===== config.mk =====
export PLATFORM = sky130hd
export DESIGN_NAME = arcade_input_mapper_flat
export DESIGN_NICKNAME = d
export VERILOG_FILES = /design/src/rtl/arcade_input_mapper_if.sv /design/src/rtl/arcade_input_mapper.sv /design/src/flat_wrapper.sv
export SDC_FILE = /design/constraint.sdc
export NUM_CORES = 1
export LEC_CHECK = 0
export CORE_MARGIN = 2
export CORE_UTILIZATION = 43
export DETAILED_ROUTE_END_ITERATION = 8
export PLACE_DENSITY = 0.73
export SLEW_MARGIN = 15
export SYNTH_ARGS = -nofsm -noshare
export SYNTH_HDL_FRONTEND = slang
export SYNTH_SLANG_ARGS = --single-unit

===== constraint.sdc =====
create_clock -name clk_sys -period 5.8 [get_ports clk_sys]
set_input_delay 0.87 -clock clk_sys [delete_from_list [all_inputs] [get_ports clk_sys]]
set_output_delay 0.87 -clock clk_sys [all_outputs]
set_load 0.01 [all_outputs]

===== src/rtl/arcade_input_mapper_if.sv =====
// Purpose : HPS-side input bundle and core-side control outputs of the arcade input mapper.
// Ports   : ps2_key/joy1/joy2 flow from hps_io (master) into the mapper (slave);
//           m_* controls and key_state flow back out of the mapper.
interface arcade_input_mapper_if;
  logic [10:0] ps2_key;
  logic [15:0] joy1;
  logic [15:0] joy2;
  logic        m_right;
  logic        m_left;
  logic        m_down;
  logic        m_up;
  logic        m_fire;
  logic        m_start1;
  logic        m_start2;
  logic        m_coin;
  logic [15:0] key_state;

  modport master (
    output ps2_key, joy1, joy2,
    input  m_right, m_left, m_down, m_up, m_fire,
    input  m_start1, m_start2, m_coin, key_state
  );

  modport slave (
    input  ps2_key, joy1, joy2,
    output m_right, m_left, m_down, m_up, m_fire,
    output m_start1, m_start2, m_coin, key_state
  );
endinterface


===== src/rtl/arcade_input_mapper.sv =====
// Purpose : map PS/2 key events and two joysticks onto popeye control inputs; shape coin.
// Latency : key_state one cycle after the toggle event; m_coin one cycle after coin rise;
//           direction/start outputs combinational from key_state and joysticks.
// Backpr. : none -- inputs are levels/toggles and are consumed every cycle.
// Ports   : clk_sys, reset (sync, active-high); io.slave carries ps2_key, joy1, joy2 in
//           and m_right/left/down/up/fire, m_start1/2, m_coin, key_state out.
module arcade_input_mapper #(
  parameter int COIN_PULSE = 2000000,
  parameter int COIN_GAP   = 2000000
) (
  input  logic                  clk_sys,
  input  logic                  reset,
  arcade_input_mapper_if.slave  io
);

  localparam logic [23:0] PULSE_LOAD = 24'(COIN_PULSE - 1);
  localparam logic [23:0] GAP_LOAD   = 24'(COIN_GAP - 1);

  // ---------------------------------------------------------------------------
  // Keyboard event detection and key state
  // ---------------------------------------------------------------------------
  logic        tog_q;
  logic        key_event;
  logic [13:0] key_mask;
  logic [13:0] ks_q;

  // hps_io flips bit 10 once per key event, so any difference from last cycle
  // marks exactly one event.
  assign key_event = io.ps2_key[10] ^ tog_q;

  // One-hot target bit for the scan code; zero for unmapped codes so they
  // leave the state untouched. Bit 8 (extended) is deliberately not decoded.
  always_comb begin
    key_mask = '0;
    case (io.ps2_key[7:0])
      8'h74:        key_mask = 14'h0001;  // R1
      8'h6B:        key_mask = 14'h0002;  // L1
      8'h72:        key_mask = 14'h0004;  // D1
      8'h75:        key_mask = 14'h0008;  // U1
      8'h14:        key_mask = 14'h0010;  // fire1
      8'h05, 8'h16: key_mask = 14'h0020;  // start1
      8'h06, 8'h1E: key_mask = 14'h0040;  // start2
      8'h76, 8'h2E: key_mask = 14'h0080;  // coin1
      8'h36:        key_mask = 14'h0100;  // coin2
      8'h34:        key_mask = 14'h0200;  // R2
      8'h23:        key_mask = 14'h0400;  // L2
      8'h2B:        key_mask = 14'h0800;  // D2
      8'h2D:        key_mask = 14'h1000;  // U2
      8'h1C:        key_mask = 14'h2000;  // fire2
      default:      key_mask = '0;
    endcase
  end

  always_ff @(posedge clk_sys) begin
    if (reset) begin
      tog_q <= 1'b0;
      ks_q  <= '0;
    end else begin
      tog_q <= io.ps2_key[10];
      if (key_event) begin
        ks_q <= (ks_q & ~key_mask) | ({14{io.ps2_key[9]}} & key_mask);
      end
    end
  end

  assign io.key_state = {2'b00, ks_q};

  // ---------------------------------------------------------------------------
  // Merged player controls (P1 and P2 share the single cabinet control set)
  // ---------------------------------------------------------------------------
  assign io.m_right  = ks_q[0] | ks_q[9]  | io.joy1[0] | io.joy2[0];
  assign io.m_left   = ks_q[1] | ks_q[10] | io.joy1[1] | io.joy2[1];
  assign io.m_down   = ks_q[2] | ks_q[11] | io.joy1[2] | io.joy2[2];
  assign io.m_up     = ks_q[3] | ks_q[12] | io.joy1[3] | io.joy2[3];
  assign io.m_fire   = ks_q[4] | ks_q[13] | io.joy1[4] | io.joy2[4];
  assign io.m_start1 = ks_q[5] | io.joy1[5] | io.joy2[5];
  assign io.m_start2 = ks_q[6] | io.joy1[6] | io.joy2[6];

  // ---------------------------------------------------------------------------
  // Coin shaper: fixed-width pulse, then a mandatory low gap, then wait for the
  // source to drop so a held coin only ever produces one pulse.
  // ---------------------------------------------------------------------------
  typedef enum logic [1:0] {
    S_IDLE  = 2'd0,
    S_PULSE = 2'd1,
    S_GAP   = 2'd2,
    S_ARM   = 2'd3
  } coin_state_t;

  coin_state_t state_q, state_d;
  logic [23:0] cnt_q, cnt_d;
  logic        coin_raw;
  logic        coin_out;

  assign coin_raw = ks_q[7] | ks_q[8] | io.joy1[7] | io.joy2[7];

  always_ff @(posedge clk_sys) begin
    if (reset) begin
      state_q <= S_IDLE;
      cnt_q   <= '0;
    end else begin
      state_q <= state_d;
      cnt_q   <= cnt_d;
    end
  end

  always_comb begin
    state_d  = state_q;
    cnt_d    = cnt_q;
    coin_out = 1'b0;
    case (state_q)
      S_IDLE: begin
        if (coin_raw) begin
          state_d = S_PULSE;
          cnt_d   = PULSE_LOAD;
        end
      end
      S_PULSE: begin
        coin_out = 1'b1;
        // Counter holds the remaining cycles after this one; zero means this
        // is the last high cycle.
        if (cnt_q == 24'd0) begin
          state_d = S_GAP;
          cnt_d   = GAP_LOAD;
        end else begin
          cnt_d = cnt_q - 24'd1;
        end
      end
      S_GAP: begin
        if (cnt_q == 24'd0) begin
          state_d = S_ARM;
        end else begin
          cnt_d = cnt_q - 24'd1;
        end
      end
      S_ARM: begin
        if (!coin_raw) begin
          state_d = S_IDLE;
        end
      end
      default: begin
        state_d = S_IDLE;
      end
    endcase
  end

  assign io.m_coin = coin_out;

endmodule

===== src/flat_wrapper.sv =====
// flat-port wrapper written by rule: the top's interface ports become plain ports
module arcade_input_mapper_flat 
#(
  parameter int COIN_PULSE = 2000000,
  parameter int COIN_GAP   = 2000000
)
  (clk_sys, reset, io_ps2_key, io_joy1, io_joy2, io_m_right, io_m_left, io_m_down, io_m_up, io_m_fire, io_m_start1, io_m_start2, io_m_coin, io_key_state);
  arcade_input_mapper_if io_i ();
  input  logic clk_sys;
  input  logic reset;
  input wire logic [$bits(io_i.ps2_key)-1:0] io_ps2_key;
  input wire logic [$bits(io_i.joy1)-1:0] io_joy1;
  input wire logic [$bits(io_i.joy2)-1:0] io_joy2;
  output wire logic [$bits(io_i.m_right)-1:0] io_m_right;
  output wire logic [$bits(io_i.m_left)-1:0] io_m_left;
  output wire logic [$bits(io_i.m_down)-1:0] io_m_down;
  output wire logic [$bits(io_i.m_up)-1:0] io_m_up;
  output wire logic [$bits(io_i.m_fire)-1:0] io_m_fire;
  output wire logic [$bits(io_i.m_start1)-1:0] io_m_start1;
  output wire logic [$bits(io_i.m_start2)-1:0] io_m_start2;
  output wire logic [$bits(io_i.m_coin)-1:0] io_m_coin;
  output wire logic [$bits(io_i.key_state)-1:0] io_key_state;
  assign io_i.ps2_key = io_ps2_key;
  assign io_i.joy1 = io_joy1;
  assign io_i.joy2 = io_joy2;
  assign io_m_right = io_i.m_right;
  assign io_m_left = io_i.m_left;
  assign io_m_down = io_i.m_down;
  assign io_m_up = io_i.m_up;
  assign io_m_fire = io_i.m_fire;
  assign io_m_start1 = io_i.m_start1;
  assign io_m_start2 = io_i.m_start2;
  assign io_m_coin = io_i.m_coin;
  assign io_key_state = io_i.key_state;
  arcade_input_mapper #(.COIN_PULSE(COIN_PULSE), .COIN_GAP(COIN_GAP)) u_core (.clk_sys(clk_sys), .reset(reset), .io(io_i));
endmodule

==> flow_summary.toml <==
[grt]
grt_overflow = 0
grt_max_degree = 22
first_global_vias = 2120
grt_pass1_wl_um = 9584
antenna_found_initial = 0
track_usage = 0.1887

[place]
globalplace.congestion = 0.8328
dp_hpwl_um = 4243
port_buffers = 49

[critical_path]
worstPathMaxFanout = 1
crit_path_cell_trace = "clkdlybuf4s50_1 > or4_1 > clkdlybuf4s50_1"
reg2reg_from = "u_core.cnt_q[0]"
cp-start-kind = "input port"
slowest_stage = "clkdlybuf4s50_1"
path_common_cell = "clkdlybuf4s50_1"
crit_path_end_kind = "primary output"
crit_path_start = "io_joy1[3]"
crit_type = "input port to primary output"
worst_path_largest_cell_delay_ns = 0.49
cp_data_arrival_time_ns = 2.21
worstPathRequired_ns = 4.93

[clocking]
cts_buffer_depth = 2
cts_setup_buffers = 0
cts_resized = 0
htreeDepth = 2
hold_buffers = 0
clk_latency_ns = 0.29
clock-sinks = 41
cts_tree = "done"
cts_root_buffer = "clkbuf_8"
clk_pin_slew_ns = 0.08
cts_buffers = 5

[sta]
final.setup.tns_ns = 0
hold_viol = 0
timing.fmax_ghz = 0.3243
slew_headroom = 0.2984
tightest_slew_ns = 1.049
min_period_ns = 3.084
clock_skew_ns = 0.01004
rsz0062_at_grt = "no"
slew_viol_final = 0
finalSetupViolCount = 0
fin_crit_sh = 0.5317

[floorplan]
rows = 27
initial_core_util = 0.4447
coreArea_um2 = 5473
io_pins = 69
die_w_um = 79.23
dieArea_um2 = 6277
dieHeight_um = 79.23

[synth]
yosys.area.top_type_share = 0.3373
yosysSeqAreaShare = 0.3373
yosys_warnings = 0
synth_seq_cells = 41
ys_top_cells_by_count = "dfxtp_1 (41), nor2_1 (32), a21oi_1 (27), o21ai_0 (19), inv_1 (16)"
synth-edff-count = 0
synth_cell_types = 53
yosysTopAreaCell = "dfxtp_1"
synth_most_common_cell = "dfxtp_1"
syn_area_um2 = 2434
syn_area_per_cell_um2 = 8.306
syn_inst = 293
async_reset_ff_frac = 0
ys.flop_type = "dfxtp_1"
ys_top_cells_by_area = "dfxtp_1 (34%), mux2i_1 (5.8%), a21oi_1 (5.6%), nor2_1 (4.9%), ha_1 (4.1%)"

[power_and_ir_drop]
vdd_drop_max_mv = 0.2277
cellLeakagePower_nw = 1.159
powerDensity_nw_per_um2 = 396.7

[routing]
wl_per_cell_um = 13.95
drtPass1Iterations = 4
ant_nets = 0
drt_iter0_drc = 102
wl_um = 5748
vias = 2285
vias_per_cell = 5.546
drc = 0

[job]
max_cap_viol_count = 0

[min_path]
hold_class = "flop to flop"

[status]
status = "finished clean"

[cells_and_area]
diodes = 0
final_core_util = 0.5642
nets = 392
area_growth_pct = 26.89
drive_gt1_frac = 0.06765
worst max-delay path: cells and delay by family:
family / cells / cell delay (ns)
buffers and inverters: 2 / 0.89
AND/OR/NAND/NOR: 1 / 0.45
layout by cell type (no fill, tap or decap), types with 3 or more instances in the layout:
master / Yosys / final
o21a_1: 3 / 3
nor2b_1: 3 / 3
nand2_1: 8 / 8
or3_1: 4 / 4
nand4_1: 5 / 5
and3_1: 3 / 3
nor3_1: 13 / 13
nor3b_1: 5 / 5
ha_1: 8 / 8
nor2_1: 32 / 32
a21oi_1: 27 / 27
mux2i_1: 14 / 14
nand3_1: 8 / 8
nor4_2: 3 / 3
inv_1: 16 / 16
dfxtp_1: 41 / 41
clkbuf_8: 0 / 6
nand2b_1: 4 / 4
or4_1: 13 / 13
o21ai_0: 19 / 19
xor2_1: 3 / 3
clkdlybuf4s50_1: 0 / 49
nor4_1: 8 / 8
o31ai_1: 4 / 4
through the flow:
| step | instances | setup slack (ns) | power [W] | cell area, um^2 | hold slack [ns] |
|---|---|---|---|---|---|
| CTS | 412 | 2.713 | 0.001235 | 3088 | 0.4930 |
| floorplan | 294 | 3.436 | 0.0008447 | 2437 | 0.4621 |
| detailed placement | 404 | 2.714 | 0.0009924 | 2972 | 0.4819 |
| finish | 412 | 2.716 | 0.001225 | 3088 | 0.4880 |
| global placement | 404 | 2.721 | 0.0009734 | 2972 | 0.4787 |
| global route | 412 | 2.643 | 0.001331 | 3088 | 0.5192 |
final cells by class:
type                    instances  area [um^2]
repair buffers                 50        498.0
fillers                       518         2385
multi-input cells             225         1503
clock buffers                   7        86.33
flip-flops and latches         41        820.8
well taps                      72        90.09
clock inverters                 1        30.03
inverters                      16        60.06
layer usage:
layer | vias up | track usage | routed length, um
met5 | - | 0 | 0
met4 | 0 | 0.06034 | 34
li1 | 1182 | - | -
met2 | 51 | 0.3093 | 2639
met3 | 2 | 0.04773 | 313
met1 | 1050 | 0.2425 | 2760
worst paths after layout:
kind | end | slack (ns) | cells after the start
max | io_m_up | 2.72 | 3
max reg2reg | u_core.cnt_q[17] | 3.28 | 7
min | flop | 0.49 | 2
min reg2reg | flop | 0.49 | 2
power breakdown:
part           switching [W]  internal (W)  leakage, nW
clock              0.0000980      0.000140       0.0585
combinational       0.000340      0.000235        0.766
sequential         0.0000751      0.000336        0.335
total               0.000513      0.000712         1.16
cell families (layout without fill, tap and decap cells):
family / Yosys count / after routing / synth area share
XOR/XNOR: 5 / 5 / 0.01800
buffers and inverters: 28 / 74 / 0.04678
AO/OA/AOI/OAI: 72 / 72 / 0.1923
flip-flops: 41 / 41 / 0.3373
other: 1 / 2 / 0.001541
AND/OR/NAND/NOR: 124 / 124 / 0.3054
multiplexers: 14 / 14 / 0.05758
adder cells (fa/ha/maj): 8 / 8 / 0.04113
Note: power is estimated with default switching activity, not from simulation.
